`config.mk`:
```
export PLATFORM = sky130hd
export DESIGN_NAME = proc_core_param
export DESIGN_NICKNAME = d
export VERILOG_FILES = /design/src/rtl/proc_core_param.sv
export SDC_FILE = /design/constraint.sdc
export NUM_CORES = 2
export LEC_CHECK = 0
export CAP_MARGIN = 0
export CORE_MARGIN = 3
export CORE_UTILIZATION = 40
export DETAILED_ROUTE_END_ITERATION = 7
export HOLD_SLACK_MARGIN = 0.15
export SETUP_SLACK_MARGIN = 0.15
export SLEW_MARGIN = 40
export SYNTH_ARGS = -nofsm -noshare
export SYNTH_HDL_FRONTEND = slang
export SYNTH_SLANG_ARGS = --single-unit
```
`constraint.sdc`:
```
create_clock -name clk -period 28.3 [get_ports clk]
set_input_delay 5.66 -clock clk [delete_from_list [all_inputs] [get_ports clk]]
set_output_delay 5.66 -clock clk [all_outputs]
set_load 0.01 [all_outputs]
```
`src/rtl/proc_core_param.sv`:
```
// Multi-cycle accumulator-less register machine: fetch/decode/execute FSM over a
// synchronous instruction memory, with a small ALU, conditional jump and debug port.
module proc_core_param #(
    parameter int DATA_W = 16,
    parameter int NREG   = 16,
    parameter int PC_W   = 8
) (
    input  logic                    clk,
    input  logic                    rst,
    input  logic                    run,
    output logic [PC_W-1:0]         imem_addr,
    input  logic [DATA_W-1:0]       imem_data,
    input  logic [$clog2(NREG)-1:0] dbg_sel,
    output logic [DATA_W-1:0]       dbg_data,
    output logic                    done,
    output logic                    halted,
    output logic                    zero_flag,
    output logic                    carry_flag,
    output logic                    illegal
);
    localparam int RA_W = $clog2(NREG);
    localparam int IR_W = 4 + 2 * RA_W;

    localparam logic [3:0] OP_NOP  = 4'd0;
    localparam logic [3:0] OP_LDI  = 4'd1;
    localparam logic [3:0] OP_MOV  = 4'd2;
    localparam logic [3:0] OP_ADD  = 4'd3;
    localparam logic [3:0] OP_SUB  = 4'd4;
    localparam logic [3:0] OP_JZ   = 4'd5;
    localparam logic [3:0] OP_HALT = 4'd6;

    generate
        if (NREG < 2 || (1 << RA_W) != NREG) begin : g_bad_nreg
            $error("proc_core_param: NREG must be a power of two >= 2");
        end
        if (DATA_W < IR_W) begin : g_bad_width
            $error("proc_core_param: DATA_W must be >= 4 + 2*log2(NREG)");
        end
        if (PC_W > DATA_W) begin : g_bad_pc
            $error("proc_core_param: PC_W must not exceed DATA_W");
        end
    endgenerate

    typedef enum logic [2:0] {
        S_FETCH, S_WAIT, S_DECODE, S_FETCH2, S_WAIT2, S_EXEC, S_HALT
    } state_t;

    state_t                       state, state_nx;
    logic [PC_W-1:0]              pc, pc_nx;
    logic [IR_W-1:0]              ir;
    logic [DATA_W-1:0]            opnd;
    logic [NREG-1:0][DATA_W-1:0]  regs;
    logic                         stall_q;

    logic [3:0]                   op, dec_op;
    logic [RA_W-1:0]              rx, ry;
    logic [DATA_W-1:0]            a, b;
    logic [DATA_W:0]              sum, diff;

    assign op     = ir[IR_W-1 -: 4];
    assign rx     = ir[IR_W-5 -: RA_W];
    assign ry     = ir[IR_W-5-RA_W -: RA_W];
    assign dec_op = imem_data[DATA_W-1 -: 4];

    // Operands are read before any write this cycle, so rx==ry sees the old value.
    assign a    = regs[rx];
    assign b    = regs[ry];
    assign sum  = {1'b0, a} + {1'b0, b};
    assign diff = {1'b0, a} - {1'b0, b};

    assign dbg_data = regs[dbg_sel];

    always_comb begin
        state_nx = state;
        pc_nx    = pc;
        case (state)
            S_FETCH:  state_nx = S_WAIT;
            // Coming out of a stall the pending word is treated as lost.
            S_WAIT:   state_nx = stall_q ? S_FETCH : S_DECODE;
            S_DECODE: begin
                pc_nx    = pc + 1'b1;
                state_nx = (dec_op == OP_LDI || dec_op == OP_JZ) ? S_FETCH2 : S_EXEC;
            end
            S_FETCH2: state_nx = S_WAIT2;
            S_WAIT2: begin
                if (stall_q) begin
                    state_nx = S_FETCH2;
                end else begin
                    pc_nx    = pc + 1'b1;
                    state_nx = S_EXEC;
                end
            end
            S_EXEC: begin
                if (op == OP_JZ && a == '0)
                    pc_nx = opnd[PC_W-1:0];
                state_nx = (op == OP_HALT) ? S_HALT : S_FETCH;
            end
            S_HALT:   state_nx = S_HALT;
            default:  state_nx = S_FETCH;
        endcase
        if (!run) begin
            state_nx = state;
            pc_nx    = pc;
        end
    end

    always_ff @(posedge clk or posedge rst) begin
        if (rst) begin
            state      <= S_FETCH;
            pc         <= '0;
            imem_addr  <= '0;
            ir         <= '0;
            opnd       <= '0;
            regs       <= '0;
            stall_q    <= 1'b0;
            done       <= 1'b0;
            halted     <= 1'b0;
            zero_flag  <= 1'b0;
            carry_flag <= 1'b0;
            illegal    <= 1'b0;
        end else begin
            done    <= 1'b0;
            stall_q <= ~run;
            if (run) begin
                state <= state_nx;
                pc    <= pc_nx;
                // The address register is loaded on entry to a fetch state so the
                // memory word is available from the following cycle onward.
                if (state_nx == S_FETCH || state_nx == S_FETCH2)
                    imem_addr <= pc_nx;
                case (state)
                    S_DECODE: ir <= imem_data[DATA_W-1 -: IR_W];
                    S_WAIT2:  if (!stall_q) opnd <= imem_data;
                    S_EXEC: begin
                        done <= (op != OP_HALT);
                        case (op)
                            OP_NOP, OP_JZ: ;
                            OP_LDI: regs[rx] <= opnd;
                            OP_MOV: regs[rx] <= b;
                            OP_ADD: begin
                                regs[rx]   <= sum[DATA_W-1:0];
                                zero_flag  <= (sum[DATA_W-1:0] == '0);
                                carry_flag <= sum[DATA_W];
                            end
                            OP_SUB: begin
                                regs[rx]   <= diff[DATA_W-1:0];
                                zero_flag  <= (diff[DATA_W-1:0] == '0);
                                carry_flag <= diff[DATA_W];
                            end
                            OP_HALT: halted <= 1'b1;
                            default: illegal <= 1'b1;
                        endcase
                    end
                    default: ;
                endcase
            end
        end
    end
endmodule

```
==> flow_summary_export.csv <==
group,metric,value,unit
final_layout,fin_area,22270,um^2
power,power_density,91.77,nW/um^2
clock_network,clk-insertion-delay-late,0.57,ns
yosys,post-synth-top-count-cell,"sky130_fd_sc_hd__dfrtp_1",
clock_network,number_of_hold_buffers_added_after_cts,0,
clock_network,tritoncts_clock_tree,"yes",
routing,wl_met2,28790,um
setup_path,crit_chain,"buf_4 > buf_6 > mux4_2 > mux4_2 > clkdlybuf4s50_1",
yosys,syn_nets,1836,
setup_path,worstPathMaxFanout,44,
grt,maximum_number_of_pins_on_one_net_before_global_route_repair,100,
yosys,synth-main-ff-cell,"sky130_fd_sc_hd__dfrtp_1",
setup_path,critical_path_buf_inv_count,3,
grt,gr-total-overflow,0,
setup_path,worst_reg2reg_setup_slack,22.42,ns
yosys,netlist.area_leader.share,39.02,%
timing,clock.fmax,71.91,MHz
run_status,run_status,"finished, final reports clean",
routing,detail_route.vias_per_cell,6.211,
power,leakagePower,9.027,nW
clock_network,clk_pin_slew_worst_paths,0.05,ns
power,power.ir.vdd_worst,0.00005520,V
timing,setup_repair_after_global_routing_missed_its_margin,"false",
flow_run,maxCapViolCount,0,
placed_design,dpl_cell_area,20870,um^2
timing,finalMaxSlewViolations,0,
routing,starting_drc_count_in_detailed_routing,1616,
routing,route.antenna.remaining_nets,0,
floorplan,die_width,228.6,um
setup_path,r2r.worst_path.cells,14,
floorplan,floorplan.initialDensity,40.99,%
routing,first_pass_iters,8,
timing,setup_tns,0,ns
yosys,netlist_area,19820,um^2
final_layout,share_of_layout_cells_above_drive_strength_1,23.09,%
timing,report.final.hold_viol_count,0,
worst_hold_path,min_delay_path_depth,1,
clock_network,postCtsSetupRepairBufs,0,
grt,grt_antenna_before_repair,0,
yosys,flip_flop_and_latch_count_after_synthesis,309,
final_layout,areaGrowthSynthToFinish,12.36,%
setup_path,kind_of_cell_with_the_highest_combined_delay_on_the_critical_path,"buffers and inverters",
setup_path,critical_path.endpoint_type,"primary output",
routing,drt-wirelength-per-cell,24.74,um
floorplan,die_h,228.6,um
grt,first_pass_grt_wire_length,94400,um
routing,drcViolationCount,0,
timing,finalCriticalPeriod,13.91,ns
routing,vias,15210,
clock_network,clk_path_buf_depth,3,
yosys,yosys_warnings,0,
floorplan,core_area,48350,um^2
routing,dr_wl_met3,4746,um
final_layout,finalNetCount,1823,
grt,first_global_vias,15309,
clock_network,cts.repair.resized,0,
setup_path,r2r_start,"ir[0]",
clock_network,htree_num_levels,2,
yosys,yosysUniqueCellTypes,76,
yosys,area_contributors_post_synth,"sky130_fd_sc_hd__dfrtp_1 (39%), sky130_fd_sc_hd__mux4_2 (25%), sky130_fd_sc_hd__nand2_1 (4.8%), sky130_fd_sc_hd__o21ai_1 (3.0%), sky130_fd_sc_hd__o21ai_0 (3.0%)",
setup_path,crit_slowest_cell,"sky130_fd_sc_hd__mux4_2",
final_layout,fin_cells,2449,
setup_path,path_depth,5,
yosys,synth-seq-area-share,39.02,%
routing,top_layer_used,"met4",
yosys,synth_edf_count,0,
placed_design,place_inst,2377,
yosys,ys_top_cells_by_count,"sky130_fd_sc_hd__dfrtp_1 (309), sky130_fd_sc_hd__nand2_1 (251), sky130_fd_sc_hd__mux4_2 (221), sky130_fd_sc_hd__o21ai_1 (120), sky130_fd_sc_hd__o21ai_0 (119)",
timing,report.final.setup_viol,0,
worst_hold_path,worstHoldPathType,"flip-flop to flip-flop",
timing,post-route-period-util,49.14,%
yosys,ys_async_sr_fraction,100.0,%
timing,worst_slew_pin_slew,0.8284,ns
final_layout,nFillCells,4458,
setup_path,worst_path_most_repeated_cell,"sky130_fd_sc_hd__mux4_2",
grt,global_route.usage.total,23.23,%
placed_design,gp_routability_congestion,0.8786,
power,post-layout-total-power,0.002043,W
clock_network,ctsRootBufferMaster,"sky130_fd_sc_hd__clkbuf_16",
clock_network,cts_num_sinks,309,
clock_network,cts-buffers-inserted,38,
worst_hold_path,timing.hold.worst.start,"halted",
timing,max_slew_margin,44.77,%
setup_path,worstSetupStartpointType,"input port",
setup_path,worstPathRequired,22.64,ns
placed_design,buffer_ports.inserted,51,
setup_path,cpPeakStageDelay,0.59,ns
setup_path,critPathKind,"input port to primary output",
yosys,netlist_instances,1777,
routing,route.final.wire_length,60590,um
final_layout,utilization,46.05,%
floorplan,io_pins,52,
yosys,post_synth.cell_area_avg,11.15,um^2
routing,detail_route.wirelength.met1,24870,um
final_layout,antennaDiodeCount,0,
placed_design,post-dp-hpwl,39850,um
setup_path,timing.critical_path.arrival,8.25,ns
floorplan,area_enclosed_by_the_die_boundary,52250,um^2
floorplan,floorplan.rows,80,
yosys,yosysTopAreaCell,"sky130_fd_sc_hd__dfrtp_1",
worst_hold_path,holdPathEnd,"halted",
timing,clock-skew-final,0.01648,ns
per-layer routing:
layer  vias up  track usage (%)
li1       6715                -
met1      7710            31.69
met2       670            37.61
met3       115            4.038
met4         0            8.307
met5         -                0
area by class of cell:
type                       count  area [um^2]  share of cell area [%]
clock buffer                  50         1056                   4.743
tap                          656        820.8                   3.686
sequential                   309         7745                   34.79
multi-input combinational   1273        11280                   50.68
timing repair buffer         104        968.4                   4.350
clock inverter                19        240.2                   1.079
inverter                      38        150.1                  0.6743
worst max-delay path by stage:
stage | from | end | slack [ns]
after floorplan | rst | asynchronous set/reset pin | 14.10
after global placement | dbg_sel[0] | dbg_data[0] | 14.18
after detailed placement | dbg_sel[0] | dbg_data[0] | 14.13
after CTS | dbg_sel[0] | dbg_data[0] | 14.13
after global routing | dbg_sel[0] | dbg_data[0] | 14.23
final | dbg_sel[0] | dbg_data[0] | 14.39
through the flow:
stage / hold WS [ns] / worst slack (ns)
finish: 0.4619 / 14.39
global route: 0.4912 / 14.23
CTS: 0.4695 / 14.13
detailed placement: 0.4568 / 14.13
global placement: 0.4522 / 14.18
floorplan: 0.4706 / 14.10
power by group:
group	switching (W)	internal [W]	total, W
Sequential	0.000119	0.000515	0.000633
Combinational	0.000544	0.000364	0.000908
Clock	0.000207	0.000296	0.000502
logic make-up (layout without fill, tap and decap cells):
family	Yosys count	after routing	synth area share, %
adders and majority gates	36	36	2.349
AOI/OAI and AO/OA	471	471	14.77
buffers and inverters	195	211	4.369
xor gates and xnor gates	37	37	1.635
muxes	261	261	27.56
and+or+nand+nor	468	468	10.29
DFF	309	309	39.02
placed cells by master (no fill, tap or decap), types with 10 or more instances in the layout:
cell type                         count
sky130_fd_sc_hd__buf_4               45
sky130_fd_sc_hd__a32o_1              20
sky130_fd_sc_hd__o21ai_1            120
sky130_fd_sc_hd__dfrtp_1            305
sky130_fd_sc_hd__and3_1              16
sky130_fd_sc_hd__ha_1                34
sky130_fd_sc_hd__o22ai_1             11
sky130_fd_sc_hd__xor2_1              10
sky130_fd_sc_hd__nor2b_1             11
sky130_fd_sc_hd__xnor2_1             27
sky130_fd_sc_hd__nand2_1            251
sky130_fd_sc_hd__inv_1               36
sky130_fd_sc_hd__nor4_1              11
sky130_fd_sc_hd__mux4_2             221
sky130_fd_sc_hd__nor2_1              88
sky130_fd_sc_hd__a22o_1              11
sky130_fd_sc_hd__a21oi_1             80
sky130_fd_sc_hd__nand3_1             25
sky130_fd_sc_hd__a22oi_1             25
sky130_fd_sc_hd__clkdlybuf4s50_1     49
sky130_fd_sc_hd__mux2_2              28
sky130_fd_sc_hd__o21ai_0            119
sky130_fd_sc_hd__clkbuf_16           38
sky130_fd_sc_hd__nor3_1              19
sky130_fd_sc_hd__o21ai_2             10
(Power assumes the default switching activity.)
==> variant, RTL diff (config.mk and constraints unchanged) <==
Set the parameter `DATA_W` to 18 (it was 16).
--- a/src/rtl/proc_core_param.sv
+++ b/src/rtl/proc_core_param.sv
@@ -1,7 +1,7 @@
 // Multi-cycle accumulator-less register machine: fetch/decode/execute FSM over a
 // synchronous instruction memory, with a small ALU, conditional jump and debug port.
 module proc_core_param #(
-    parameter int DATA_W = 16,
+    parameter int DATA_W = 18,
     parameter int NREG   = 16,
     parameter int PC_W   = 8
 ) (
Ports: changed (resized dbg_data and imem_data); port bits go from 52 to 56. No check against the original RTL was run, so the function may have changed too.
==> variant against the original RTL <==
Power rose by 17%; first-iteration DRC count grew 17%; combinational power increased by 23%; sequential cell count up 34; critical path depth unchanged; final area grew 8.9%; routed wire length increased by 10%; sequential share of layout area grew 0.67 points; non-clock buffer count is 5 higher; worst setup slack worse by 200 ps; register-to-register slack lost 400 ps; synthesized area rose by 9.7%.
==> variant: results (changes against the original RTL) <==
| Metric | Value |
|---|---|
| Design Power | `0.002397 W (was 0.002043 W)` |
| First-pass GRT wire length | `103.1 mm (was 94.40 mm)` |
| Metal-1 WL | `26.76 mm (was 24.87 mm)` |
| First-pass DRT Iterations | `5 (was 8)` |
| WL met2 | `31.98 mm (was 28.79 mm)` |
| IO buf count | `55 (was 51)` |
| Max stage delay on crit path | `620 ps (was 590 ps)` |
| Antenna violations before repair | `1 (was 0)` |
| FF-to-FF path depth | `16 (was 14)` |
| GRT Overall Usage | `0.2366 (was 0.2323)` |
| R2r startpoint | `ir[4] (was ir[0])` |
| CP Max Fanout | `48 (was 44)` |
| Fin Clk Skew | `29.83 ps (was 16.48 ps)` |
| Slowest-stage cell, CP | `buf_6 (was mux4_2)` |
| Outcome | `finished clean (unchanged)` |
| Post-DP HPWL | `43.65 mm (was 39.85 mm)` |
| Vias/cell | `6.403 (was 6.211)` |
| Layout cell share with drive strength beyond 1 | `0.2334 (was 0.2309)` |
| Syn_nets | `1991 (was 1836)` |
| Worst vdd ir | `0.00005152 V (was 0.00005520 V)` |
| Hold Slack | `465.2 ps (was 461.9 ps)` |
| Critical path data arrival time | `8440 ps (was 8250 ps)` |
| Top cell types by occurrence after synthesis | `dfrtp_1 (343), nand2_1 (321), o21ai_0 (303), mux4_2 (255), clkbuf_1 (134) (was dfrtp_1 (309), nand2_1 (251), mux4_2 (221), o21ai_1 (120), o21ai_0 (119))` |
| Fill cells | `4804 (was 4458)` |
| Distinct cells, synth | `78 (was 76)` |
| Met3 wire len | `5.757 mm (was 4.746 mm)` |
| Number of global-route vias before repair | `16600 (was 15310)` |
| Top post-synthesis cells by area | `dfrtp_1 (39%), mux4_2 (26%), o21ai_0 (7.0%) (was dfrtp_1 (39%), mux4_2 (25%), nand2_1 (4.8%))` |
| CTS Buf Count | `40 (was 38)` |
| Starting DRC count in detailed routing | `1896 (was 1616)` |
| Final wirelength | `66.87 mm (was 60.59 mm)` |
| Lkg Pwr | `9.773 nW (was 9.027 nW)` |
## variant: layout make-up
class                   count  area (sq um)  area share
well taps                 688         860.8     0.03549
clock inverters            17         232.7    0.009595
inverters                  34         140.1    0.005778
clock buffers              55          1117     0.04607
repair buffers            109         992.2     0.04091
multi-input cells        1374         12310      0.5077
flip-flops and latches    343          8598      0.3545
## variant: cell families (layout without fill, tap and decap cells)
family | after synthesis | after routing | share of synthesized area
fa+ha+maj | 39 | 39 | 0.02314
flops | 343 | 343 | 0.3950
buf+inv | 210 | 215 | 0.04082
xor+xnor | 26 | 26 | 0.01048
mux | 299 | 299 | 0.2872
compound gates | 518 | 518 | 0.1452
simple gates | 492 | 492 | 0.09822
## variant: worst max-delay path by stage
stage	startpoint	to	cells after the start
3_3_place_gp	dbg_sel[0]	dbg_data[14]	5
5_1_grt	dbg_sel[0]	dbg_data[14]	5
4_1_cts	dbg_sel[0]	dbg_data[14]	5
6_report	dbg_sel[0]	dbg_data[14]	5
3_5_place_dp	dbg_sel[0]	dbg_data[14]	5
2_1_floorplan	rst	asynchronous set/reset pin	1
## variant: where the power goes
part / switching [W] / total [W] / internal (W)
clock network: 0.000218 / 0.000541 / 0.000323
logic: 0.000646 / 0.00112 / 0.000479
registers: 0.000147 / 0.000732 / 0.000585
total: 0.00101 / 0.00240 / 0.00139
## variant: stage by stage
stage	utilization	std cells	setup slack [ps]	instance area, sq um
6_report	0.4561	2620	14200	24250
5_1_grt	0.4561	2620	14010	24250
4_1_cts	0.4556	2619	14130	24230
3_5_place_dp	0.4302	2547	14130	22880
3_3_place_gp	0.4290	2546	13990	22820
2_1_floorplan	-	1927	13130	21730
## variant: layer usage
| metal | up-vias | global-route usage |
|---|---|---|
| li1 | 7260 | - |
| met1 | 8561 | 0.3119 |
| met2 | 799 | 0.3843 |
| met3 | 155 | 0.05641 |
| met4 | 0 | 0.08485 |
| met5 | - | 0 |
